<file path="config.mk">
export PLATFORM = sky130hd
export DESIGN_NAME = conv_window_gen
export DESIGN_NICKNAME = d
export VERILOG_FILES = /design/src/rtl/conv_window_gen.sv
export SDC_FILE = /design/constraint.sdc
export NUM_CORES = 1
export LEC_CHECK = 0
export ABC_AREA = 0
export BUFFER_PORTS_ARGS = -buffer_cell sky130_fd_sc_hd__clkbuf_2
export CAP_MARGIN = 20
export CORE_ASPECT_RATIO = 1.5
export CORE_UTILIZATION = 66
export CTS_CLUSTER_SIZE = 24
export DETAILED_ROUTE_END_ITERATION = 16
export GPL_TIMING_DRIVEN = 0
export HOLD_SLACK_MARGIN = 0.05
export PLACE_DENSITY = 0.84
export SYNTH_ARGS = -nofsm -noshare
export SYNTH_HDL_FRONTEND = slang
export SYNTH_SLANG_ARGS = --single-unit
</file>
<file path="constraint.sdc">
create_clock -name clk -period 8.3 [get_ports clk]
set_input_delay 0.415 -clock clk [delete_from_list [all_inputs] [get_ports clk]]
set_output_delay 0.415 -clock clk [all_outputs]
set_load 0.02 [all_outputs]
</file>
<file path="src/rtl/conv_window_gen.sv">
// Streaming sliding-window generator: buffers KERNEL-1 image lines and emits every
// valid KERNEL x KERNEL window, packed for the conv stage, one cycle after its last pixel.
module conv_window_gen #(
  parameter int KERNEL = 3,
  parameter int N      = 8,
  parameter int IMG_W  = 28,
  parameter int IMG_H  = 28
) (
  input  logic                       clk,
  input  logic                       rst,
  input  logic [N-1:0]               pix_in,
  input  logic                       en_in,
  input  logic                       sof,
  output logic [KERNEL*KERNEL*N-1:0] data2conv,
  output logic                       en_out,
  output logic                       frame_end
);

  localparam int CW = (IMG_W > 1) ? $clog2(IMG_W) : 1;
  localparam int RW = (IMG_H > 1) ? $clog2(IMG_H) : 1;

  logic [CW-1:0]              col;
  logic [CW-1:0]              cur_col;
  logic [RW-1:0]              row;
  logic [RW-1:0]              cur_row;
  logic                       at_line_end;
  logic                       at_frame_end;
  logic                       win_valid;
  logic                       valid_q;
  logic                       last_q;
  logic [N-1:0]               col_data [KERNEL];
  logic [N-1:0]               win      [KERNEL][KERNEL];
  logic [KERNEL*KERNEL*N-1:0] win_flat;

  // sof re-anchors the pixel being accepted at (0,0); the valid rule keys off that position
  always_comb begin
    cur_col      = sof ? '0 : col;
    cur_row      = sof ? '0 : row;
    at_line_end  = (int'(cur_col) == IMG_W - 1);
    at_frame_end = at_line_end && (int'(cur_row) == IMG_H - 1);
    win_valid    = en_in && (int'(cur_col) >= KERNEL - 1) && (int'(cur_row) >= KERNEL - 1);
  end

  always_ff @(posedge clk or negedge rst) begin
    if (!rst) begin
      col <= '0;
      row <= '0;
    end else if (en_in) begin
      if (at_line_end) begin
        col <= '0;
        row <= at_frame_end ? '0 : cur_row + 1'b1;
      end else begin
        col <= cur_col + 1'b1;
        row <= cur_row;
      end
    end
  end

  generate
    if (KERNEL > 1) begin : g_line_buf
      // line_buf[0] holds the previous line, higher indices hold progressively older lines
      logic [N-1:0] line_buf [KERNEL-1][IMG_W];

      always_ff @(posedge clk) begin
        if (en_in) begin
          line_buf[0][cur_col] <= pix_in;
          for (int j = 1; j < KERNEL - 1; j++) begin
            line_buf[j][cur_col] <= line_buf[j-1][cur_col];
          end
        end
      end

      always_comb begin
        for (int r = 0; r < KERNEL - 1; r++) begin
          col_data[r] = line_buf[KERNEL-2-r][cur_col];
        end
        col_data[KERNEL-1] = pix_in;
      end
    end else begin : g_no_line_buf
      always_comb col_data[0] = pix_in;
    end
  endgenerate

  always_ff @(posedge clk or negedge rst) begin
    if (!rst) begin
      for (int r = 0; r < KERNEL; r++) begin
        for (int c = 0; c < KERNEL; c++) begin
          win[r][c] <= '0;
        end
      end
    end else if (en_in) begin
      for (int r = 0; r < KERNEL; r++) begin
        for (int c = 0; c < KERNEL - 1; c++) begin
          win[r][c] <= win[r][c+1];
        end
        win[r][KERNEL-1] <= col_data[r];
      end
    end
  end

  always_comb begin
    win_flat = '0;
    for (int r = 0; r < KERNEL; r++) begin
      for (int c = 0; c < KERNEL; c++) begin
        win_flat[(r*KERNEL+c)*N +: N] = win[r][c];
      end
    end
  end

  // The window settles on the accepting edge; it is published on the following edge
  always_ff @(posedge clk or negedge rst) begin
    if (!rst) begin
      valid_q   <= 1'b0;
      last_q    <= 1'b0;
      en_out    <= 1'b0;
      frame_end <= 1'b0;
      data2conv <= '0;
    end else begin
      valid_q   <= win_valid;
      last_q    <= win_valid && at_frame_end;
      en_out    <= valid_q;
      frame_end <= last_q;
      if (valid_q) begin
        data2conv <= win_flat;
      end
    end
  end

endmodule

</file>
# == Yosys cells after proc, flatten, opt, wreduce, memory -nomap -nowiden ==
# Memories as Yosys holds them, arrays and structs flattened.
# Cells that the tools add are included.
# W data, S select, Z words.
# word_totals
ff_bits,158
mem_bits_rw,448
inputBits,12
output_inout_bits,74
elab_cells,46
n_memories,1
# memory_table
memory,words,word_bits,rd,rd_clocked_by_memory_dff,wr,line,source
g_line_buf.line_buf,2,224,2,0,2,62,logic [N-1:0] line_buf [KERNEL-1][IMG_W];
# op_classes
addsub,2
n_lt_le_gt_ge,4
eq_ne,2
n_mux,15
bitwise,1
reduce_logical,5
# op_table
cell,n
$mux W224,1
$bmux W8 S5,2
$demux W8 S5,1
$mux W8,5
$mux W5,5
$add A5 B1 Y5 const B,2
$eq A5 B4 Y1 const B,2
$ge A5 B2 Y1 const B,2
$ge A6 B6 Y1 const B,1
$lt A6 B1 Y1 const B,1
$not A5 Y6,1
$logic_and A1 B1 Y1,5
$mux W1,1

# == Logic depth before layout (Yosys ltp) ==
# Gate-level depths: netlist (run 1).
# logic_depth
ltp_word,7
depth_mapped,10
mapped_depth_nobuf,6

# == Least setup slack after synthesis (run 1) ==
# Ideal clock, no wire load.
# synth_timing
path_type,register -> register
startpoint,register col[1]
endpoint,memory g_line_buf.line_buf[0][312] (netlist name) (enable)
setup_ns,0.409
arrival_ns,2.616
required_ns,7.891
slack_ns,5.274
stages_incl_launch_ff,10
n_path_buf,4
synth_period_minus_slack_ns,3.026
path_cell_list,dfrtp_1 > buf_6 > nor2b_1 > buf_4 > inv_4 > buf_2 > buf_2 > ha_1 > nand2_1 > nor3_1
# synth_rtl
element,line,source
from (decl),22,logic [CW-1:0] col;
from (signal assigned),53,col <= cur_col + 1'b1;
to (decl),62,

==> results of run 1 <==
-- power by group --
| group | total [µW] | switching (µW) | internal, µW |
|---|---|---|---|
| registers | 3580 | 87.1 | 3490 |
| logic | 1140 | 751 | 388 |
| clock network | 2440 | 1050 | 1390 |
| total | 7160 | 1890 | 5270 |
-- synthesized netlist by cell type (all sizes together) (6+ instances only) --
master   number
nand2        80
nand2b       12
nor3          8
nand3b        7
o22ai        10
a211oi       27
mux4         14
a31oi        21
a2bb2oi       8
nor2b        19
o2bb2ai       7
a21oi        27
edfxtp      448
o221ai       15
o21ai        36
clkbuf       36
mux2i        70
mux2        161
a221o        12
a22oi        16
nand3        17
buf          58
inv           7
or2           6
a221oi       46
nor2         50
dfrtp       158
-- cells by family (layout without fill, tap and decap cells) --
logic type / Yosys count / count (layout)
DFF: 606 / 606
adders and majority gates: 2 / 2
buffers and inverters: 101 / 313
AOI/OAI and AO/OA: 262 / 262
muxes: 245 / 245
and+or+nand+nor: 215 / 215
-- final timing paths --
check	start	to	slack (ns)	cells after the start
setup / recovery	col[1]	g_line_buf.line_buf[0][366]	4.17	8
hold / removal	rst	data2conv[38]	0.32	2
setup reg to reg	col[1]	g_line_buf.line_buf[0][366]	4.17	8
hold reg to reg	last_q	frame_end	0.35	0
max in group asynchronous	rst	data2conv[17]	7.08	3
min in group clk	last_q	frame_end	0.35	0
-- worst max-delay path, cell delays in order (launching register included) --
cell,delay [ns]
dfrtp_1,0.39
buf_6,0.17
buf_12,0.16
buf_12,0.16
nor3b_4,0.59
a22o_1,0.28
a211oi_1,0.08
nor4_2,0.78
nand2_1,0.92
-- cell type report --
cell class	count	area (µm²)	area share
plain buffers	94	581	0.0212
clock buffers	73	1470	0.0539
clock inverters	19	218	0.00796
inverters	7	28.8	0.00105
multi-input cells	724	6000	0.219
flip-flops and latches	606	17400	0.637
well taps	478	598	0.0219
repair buffers	120	1040	0.0381
-- placed cells by master (no fill, tap or decap), types with 11 or more instances in the layout --
cell type  instances
edfxtp_1         448
nor2_1            30
o221ai_1          15
mux4_2            14
mux2_2           157
a31oi_1           20
mux2i_1           70
clkbuf_16         54
buf_2             27
buf_8             14
nand2b_1          12
nor2b_1           18
a221o_1           12
nor2_2            20
dfrtp_1          158
a21oi_1           27
buf_6             26
o21ai_0           32
buf_4             11
a211oi_1          27
nand3_1           16
clkbuf_1          50
clkbuf_2          84
a22oi_1           16
a221oi_1          42
nand2_1           80
-- routing by layer --
metal / vias to the layer above / GRT usage
met5: - / 0
met4: 0 / 0.247
met3: 313 / 0.0834
met2: 1158 / 0.591
met1: 7254 / 0.422
li1: 5953 / -
-- what timing repair did --
action / in CTS / in global routing
endpoints found under the hold margin: 39 / 0
buffers inserted: 0 / 0
hold buffers: 1 / 0
-- state kept, by name (all words and copies together) (netlist names) --
| signal | count |
|---|---|
| col | 5 |
| data2conv | 72 |
| en_out | 1 |
| frame_end | 1 |
| g_line_buf.line_buf | 448 |
| last_q | 1 |
| row | 5 |
| valid_q | 1 |
| win | 72 |
-- stage by stage --
step	instance area [µm²]	hold slack [ns]	setup WS, ns	util	cells
global placement	25000	0.339	3.76	0.696	1994
global route	27300	0.340	4.19	0.763	2121
floorplan	23900	0.119	5.27	-	1431
detailed placement	25500	0.336	4.50	0.711	2022
finish	27300	0.320	4.17	0.763	2121
CTS	27200	0.315	4.60	0.758	2115
==> results.py, run 1 <==
metrics = {
    "route": {
        "top_layer": "met4",
        "dr_wl_met2_um": 31800,
        "met1_length_um": 20900,
        "ant_nets": 0,
        "wl_met3_um": 7080,
        "dr_total_vias": 14700,
        "drc": 0,
        "drt-initial-drc-count": 2187,
        "avgViaCountPerCell": 6.92,
        "wl_per_cell_um": 30.7,
        "wirelength_um": 65200,
        "dr.pass1.iters": 6,
    },
    "grt": {
        "grt-ovfl-total": 0,
        "grt_first_pass_wirelength_um": 94600,
        "antenna_found_initial": 1,
        "track_usage": 0.362,
        "grt_pass1_vias": 15000,
        "grt_max_degree": 120,
    },
    "yosys": {
        "synth_cells": 1431,
        "ys_seq_elements": 606,
        "synth_area_leaders": "edfxtp_1 56%, dfrtp_1 17%, mux2_2 7.4%",
        "yosysSeqAreaShare": 0.727,
        "ys_warn_count": 0,
        "synth_cell_types": 67,
        "synthFlopType": "edfxtp_1",
        "yosys.area_share.simple": 0.0453,
        "synth-compound-area-share": 0.0823,
        "syn_area_per_cell_um2": 16.7,
        "synth_top_area_cell": "edfxtp_1",
        "synthMuxAreaShare": 0.119,
        "synth_top_area_frac": 0.562,
        "synth_xor_area_frac": 0,
        "syn_nets": 1445,
        "synthesis.area_mm2": 0.0239,
        "synthAdderAreaFrac": 0.00105,
        "synth_top_family_by_area": "multiplexers",
        "synthArstFlopShare": 0.261,
        "synth_edf_count": 448,
    },
    "critical_path": {
        "critPathMaxFanout": 28,
        "end_kind": "register",
        "critPathArrivalTime_ns": 4.17,
        "critPathLaunchType": "register",
        "criticalPathCategory": "reg -> reg",
        "required_ns": 8.34,
    },
    "timing": {
        "fmax_mhz": 242,
        "max-slew-margin-rel": 0.266,
        "finalCritPeriodShare": 0.498,
        "worst_pin_slew_ns": 1.10,
        "grt_setup_unrepaired": "false",
        "setup_violations": 0,
        "skew_ns": 0.0208,
        "period_needed_ns": 4.13,
        "tns_ns": 0,
        "hold_viol": 0,
        "maxSlewViolCount": 0,
    },
    "clocking": {
        "ctsResizeCount": 0,
        "h-tree-depth": 2,
        "cts_sinks": 606,
        "cts_buffer_depth": 3,
        "clk_pin_slew_ns": 0.07,
        "insertion_delay_ns": 0.59,
        "cts_tree": "done",
        "cts_buffers": 51,
        "cts_root_buf": "clkbuf_16",
    },
    "floorplanning": {
        "die-area_mm2": 0.0371,
        "io_pins": 86,
        "die_w_um": 158,
        "initial_core_util": 0.668,
        "coreArea_mm2": 0.0358,
        "placementRows": 85,
        "die_y_um": 235,
    },
    "worst_hold_path": {
        "hold_path.class": "in -> async",
    },
    "outcome": {
        "status": "completed",
    },
    "power": {
        "finalPower_uw": 7160,
        "p_leak_uw": 0.0102,
        "power_density_mw_per_mm2": 262,
        "ir_worst_vdd_v": 0.000178,
    },
    "placed_design": {
        "place_congestion": 0.986,
        "buffer_ports.inserted": 85,
        "hpwl_um": 43300,
    },
    "cells_and_area": {
        "drive_gt1_frac": 0.285,
        "n_antenna_cell": 0,
        "num-fill-cells": 1943,
        "area_growth_pct": 14.2,
        "nNetsFinal": 1618,
    },
    "job": {
        "drv_cap": 0,
    },
}
No activity file was read; power rests on OpenSTA's default activity.
==> run 2, diff against run 1 <==
Settings changed: CORE_UTILIZATION 66 to 56, PLACE_DENSITY 0.84 to 0.76.
Clock period 8.3 ns to 3.64 ns, I/O delays scaled along.
==> results.py, run 2 (synthesis gave the netlist of run 1 again) <==
metrics = {
    "timing": {
        "hold_viol": 0,
        "holdWs_ns": 0.106,
        "period_needed_ns": 3.52,
        "grt_setup_unrepaired": "false",
        "fmax_mhz": 284,
        "setup_violations": 0,
        "finalCritPeriodShare": 0.966,
        "max-slew-margin-rel": 0.231,
        "worst_pin_slew_ns": 1.15,
        "skew_ns": 0.0107,
        "maxSlewViolCount": 0,
    },
    "clocking": {
        "cts_sinks": 606,
        "insertion_delay_ns": 0.58,
        "cts_root_buf": "clkbuf_16",
        "cts_tree": "done",
        "clk_pin_slew_ns": 0.07,
        "cts_buffers": 52,
        "h-tree-depth": 2,
        "cts_buffer_depth": 3,
        "cts_setup_buffers": 0,
    },
    "cells_and_area": {
        "regMostFlops": "g_line_buf.line_buf",
        "num-fill-cells": 2894,
        "area_growth_pct": 13.9,
        "largest_reg_flops": 448,
        "n_antenna_cell": 0,
        "layout_commonest_cell": "edfxtp_1",
        "largestRegisters": "g_line_buf.line_buf x448, data2conv x72, win x72",
        "final_cell_mix": "448 x edfxtp_1, 158 x dfrtp_1, 157 x mux2_2",
        "stdcell_count": 2205,
        "drive_gt1_frac": 0.289,
        "nNetsFinal": 1614,
    },
    "critical_path": {
        "critPathMaxFanout": 28,
        "critPathArrivalTime_ns": 3.64,
        "required_ns": 3.77,
        "critPathLaunchType": "register",
        "criticalPathCategory": "reg -> reg",
        "end_kind": "register",
    },
    "floorplanning": {
        "io_pins": 86,
        "coreArea_mm2": 0.0421,
        "die-area_mm2": 0.0436,
        "die_w_um": 171,
        "die_y_um": 255,
        "placementRows": 92,
        "initial_core_util": 0.568,
    },
    "placed_design": {
        "place_congestion": 0.975,
        "dpl.cell_count": 2109,
        "hpwl_um": 43200,
        "buffer_ports.inserted": 85,
    },
    "power": {
        "p_leak_uw": 0.0102,
        "power_density_mw_per_mm2": 584,
        "ir_worst_vdd_v": 0.000408,
    },
    "route": {
        "met1_length_um": 21500,
        "drc": 0,
        "dr.pass1.iters": 6,
        "wl_per_cell_um": 28.6,
        "drt-initial-drc-count": 1934,
        "avgViaCountPerCell": 6.44,
        "wirelength_um": 63100,
        "wl_met3_um": 5510,
        "ant_nets": 0,
        "top_layer": "met4",
        "dr_total_vias": 14200,
        "dr_wl_met2_um": 31600,
    },
    "job": {
        "drv_cap": 0,
    },
    "worst_hold_path": {
        "hold_path.class": "in -> async",
    },
    "grt": {
        "grt-ovfl-total": 0,
        "grt_first_pass_wirelength_um": 92000,
        "antenna_found_initial": 0,
        "grt_pass1_vias": 14100,
        "grt_max_degree": 117,
        "track_usage": 0.296,
    },
    "outcome": {
        "status": "completed",
    },
}
==> run 2: timing repair <==
| action | 4_1_cts | 5_1_grt |
|---|---|---|
| resized for setup | 0 | 2 |
| endpoints found under the setup margin | 0 | 56 |
| hold buffers | 1 | 0 |
| endpoints found under the hold margin | 143 | 0 |
==> run 2: worst paths after layout <==
check | from | endpoint | slack (ns) | depth (start not counted)
worst max-delay path | col[4] | g_line_buf.line_buf[0][248] | 0.12 | 7
worst max register to register | col[4] | g_line_buf.line_buf[0][248] | 0.12 | 7
min in group clk | en_in | row[0] | 0.18 | 3
max in group asynchronous | rst | data2conv[9] | 2.62 | 3
worst min-delay path | rst | data2conv[34] | 0.11 | 2
worst min register to register | last_q | frame_end | 0.36 | 0
==> run 2: area by class of cell <==
class                      instances  area [µm²]  area share
buffer                            94         581      0.0213
clock buffer                      70        1430      0.0523
clock inverter                    25         200     0.00734
inverter                           7        28.8     0.00106
multi-input combinational        724        6010       0.221
sequential                       606       17400       0.638
tap                              564         706      0.0259
timing repair buffer             115         913      0.0335
==> run 2: per-layer routing <==
layer  up-vias  track usage
met2       903        0.505
met1      7141        0.352
met3       213       0.0439
met5         -            0
met4         0        0.191
li1       5951            -
==> run 2: power breakdown <==
group | switching [µW] | internal, µW | total (µW)
sequential | 182 | 7970 | 8150
clock | 2400 | 2960 | 5360
combinational | 1620 | 787 | 2410
total | 4210 | 11700 | 15900
==> run 2: metrics by stage <==
step           setup TNS [ns]  instance area (µm²)  setup WS [ns]  total power, µW   util
5_1_grt                     0                27300         0.0660            16300  0.647
2_1_floorplan               0                23900          0.614             9610      -
3_3_place_gp          -124.05                25100         -0.973            10500  0.595
4_1_cts                     0                27300         0.0649            15900  0.647
3_5_place_dp                0                25600         0.0922            10600  0.608
6_report                    0                27300          0.123            15900  0.647
==> run 2: critical path: stages (launching register included) <==
cell	delay (ns)
dfrtp_1	0.34
clkbuf_1	0.39
nand4bb_1	0.27
clkbuf_1	0.58
a21oi_1	0.09
a32oi_1	0.42
nand3_1	0.26
or2_1	0.69
==> run 3, diff against run 2 <==
Settings changed: PLACE_DENSITY 0.76 to not set, PLACE_DENSITY_LB_ADDON set to 0.25.
==> results.py, run 3 (synthesis gave the netlist of run 1 again) <==
metrics = {
    "placed_design": {
        "pre_cts_ws_ns": -0.113,
        "buffer_ports.inserted": 85,
        "hpwl_um": 43900,
        "post_dp_cell_area_mm2": 0.0256,
        "place_congestion": 0.948,
    },
    "timing": {
        "period_needed_ns": 3.49,
        "finalCritPeriodShare": 0.959,
        "worst_pin_slew_ns": 1.01,
        "fmax_mhz": 287,
        "max-slew-margin-rel": 0.327,
        "skew_ns": 0.0210,
        "maxSlewViolCount": 0,
        "grt_setup_unrepaired": "false",
        "setup_violations": 0,
        "hold_viol": 0,
        "layout_setup_ws_ns": 0.151,
    },
    "critical_path": {
        "r2r_start": "col[1]",
        "criticalPathCategory": "reg -> reg",
        "reg2reg_slack_ns": 0.15,
        "reg2reg_depth": 8,
        "required_ns": 3.80,
        "r2r-end": "g_line_buf.line_buf[0][246]",
        "end_kind": "register",
        "critPathMaxFanout": 28,
        "critPathArrivalTime_ns": 3.65,
        "critPathLaunchType": "register",
    },
    "power": {
        "switching_share": 0.260,
        "p_leak_uw": 0.0103,
        "internal-power_uw": 12000,
        "ir_worst_vdd_v": 0.000339,
        "power_density_mw_per_mm2": 592,
        "clkPwrFrac": 0.346,
        "power_frac_seq": 0.500,
        "switchingPower_uw": 4230,
        "p_comb_frac": 0.154,
    },
    "cells_and_area": {
        "nNetsFinal": 1617,
        "final_cell_mix": "448 x edfxtp_1, 158 x dfrtp_1, 157 x mux2_2",
        "postLayoutCellArea_mm2": 0.0275,
        "num-fill-cells": 2893,
        "n_antenna_cell": 0,
        "seq_area_mm2": 0.0174,
        "drive_gt1_frac": 0.291,
        "layout_commonest_cell": "edfxtp_1",
        "multiInputGateArea_mm2": 0.00602,
        "largestRegisters": "g_line_buf.line_buf x448, data2conv x72, win x72",
        "regMostFlops": "g_line_buf.line_buf",
        "area_growth_pct": 14.8,
        "largest_reg_flops": 448,
    },
    "clocking": {
        "cts_buffers": 52,
        "cts_sinks": 606,
        "cts_root_buf": "clkbuf_16",
        "cts_buffer_depth": 3,
        "clk_pin_slew_ns": 0.07,
        "h-tree-depth": 2,
        "cts_tree": "done",
        "insertion_delay_ns": 0.59,
    },
    "floorplanning": {
        "placementRows": 92,
        "die-area_mm2": 0.0436,
        "die_w_um": 171,
        "coreArea_mm2": 0.0421,
        "die_y_um": 255,
        "initial_core_util": 0.568,
        "io_pins": 86,
    },
    "route": {
        "wirelength_um": 63000,
        "drc": 0,
        "ant_nets": 0,
        "wl_per_cell_um": 28.5,
        "dr_total_vias": 14100,
        "dr.pass1.iters": 6,
        "drt-initial-drc-count": 1402,
        "avgViaCountPerCell": 6.36,
    },
    "grt": {
        "grt-ovfl-total": 0,
        "grt_pass1_vias": 14000,
        "antenna_found_initial": 0,
        "grt_first_pass_wirelength_um": 91600,
        "grt_max_degree": 110,
        "track_usage": 0.297,
    },
    "outcome": {
        "status": "completed",
    },
    "job": {
        "drv_cap": 0,
    },
    "worst_hold_path": {
        "hold_path.class": "in -> async",
    },
}
==> run 3: changes by cell type in the layout (fill, tap and decap cells not counted), sizes merged <==
cell      delta
bufinv       +3
clkinv       -4
buf          +3
clkinvlp     -1
inv          +1
clkbuf       +3
==> run 3: final cells by class <==
type / count / area share
Tap cell: 564 / 0.0257
Inverter: 7 / 0.00105
Multi-Input combinational cell: 724 / 0.219
Timing Repair Buffer: 118 / 0.0365
Sequential cell: 606 / 0.633
Clock buffer: 73 / 0.0533
Clock inverter: 24 / 0.00983
Buffer: 94 / 0.0211
==> run 3: critical path, cell delays in order, from the launching register on <==
cell	delay, ns
dfrtp_1	0.38
buf_6	0.16
buf_12	0.17
buf_12	0.16
nor3b_4	0.59
a22o_1	0.27
a211oi_1	0.08
nor4_2	0.67
nand2_2	0.56
==> run 3: power groups by stage <==
stage,Combinational [µW],Sequential (µW),Clock [µW]
after global routing,2600,8170,5950
after CTS,2370,8150,5680
after floorplan,1400,8200,0
after global placement,2260,8290,0
final,2500,8140,5630
after detailed placement,2360,8300,0
==> run 3: worst max path at each step <==
stage / startpoint / endpoint
2_1_floorplan: col[1] / g_line_buf.line_buf[0][312]
3_3_place_gp: col[1] / g_line_buf.line_buf[0][319]
3_5_place_dp: col[1] / g_line_buf.line_buf[0][358]
4_1_cts: col[1] / g_line_buf.line_buf[0][317]
5_1_grt: col[1] / g_line_buf.line_buf[0][317]
6_report: col[1] / g_line_buf.line_buf[0][246]
==> run 3: per-layer routing <==
| layer | global-route usage | routed length (µm) | vias to the layer above |
|---|---|---|---|
| li1 | - | - | 5962 |
| met1 | 0.348 | 22400 | 7111 |
| met2 | 0.498 | 31300 | 760 |
| met3 | 0.0527 | 4640 | 218 |
| met4 | 0.203 | 4700 | 0 |
| met5 | 0 | 0 | - |
==> run 3: metrics by stage <==
stage          power, µW  instances  hold slack (ns)  setup TNS, ns  utilization
2_1_floorplan       9610       1431           -0.114              0            -
3_3_place_gp       10500       2080            0.337        -135.21        0.595
3_5_place_dp       10700       2108            0.159          -3.96        0.608
4_1_cts            16200       2206            0.102              0        0.650
5_1_grt            16700       2210            0.129              0        0.652
6_report           16300       2210            0.105              0        0.652
==> run 3: repair_timing <==
item,CTS,global route
hold endpoints to repair,79,0
resized for setup,2,0
hold buffers,1,0
setup endpoints to repair,56,0
setup buffers,0,0
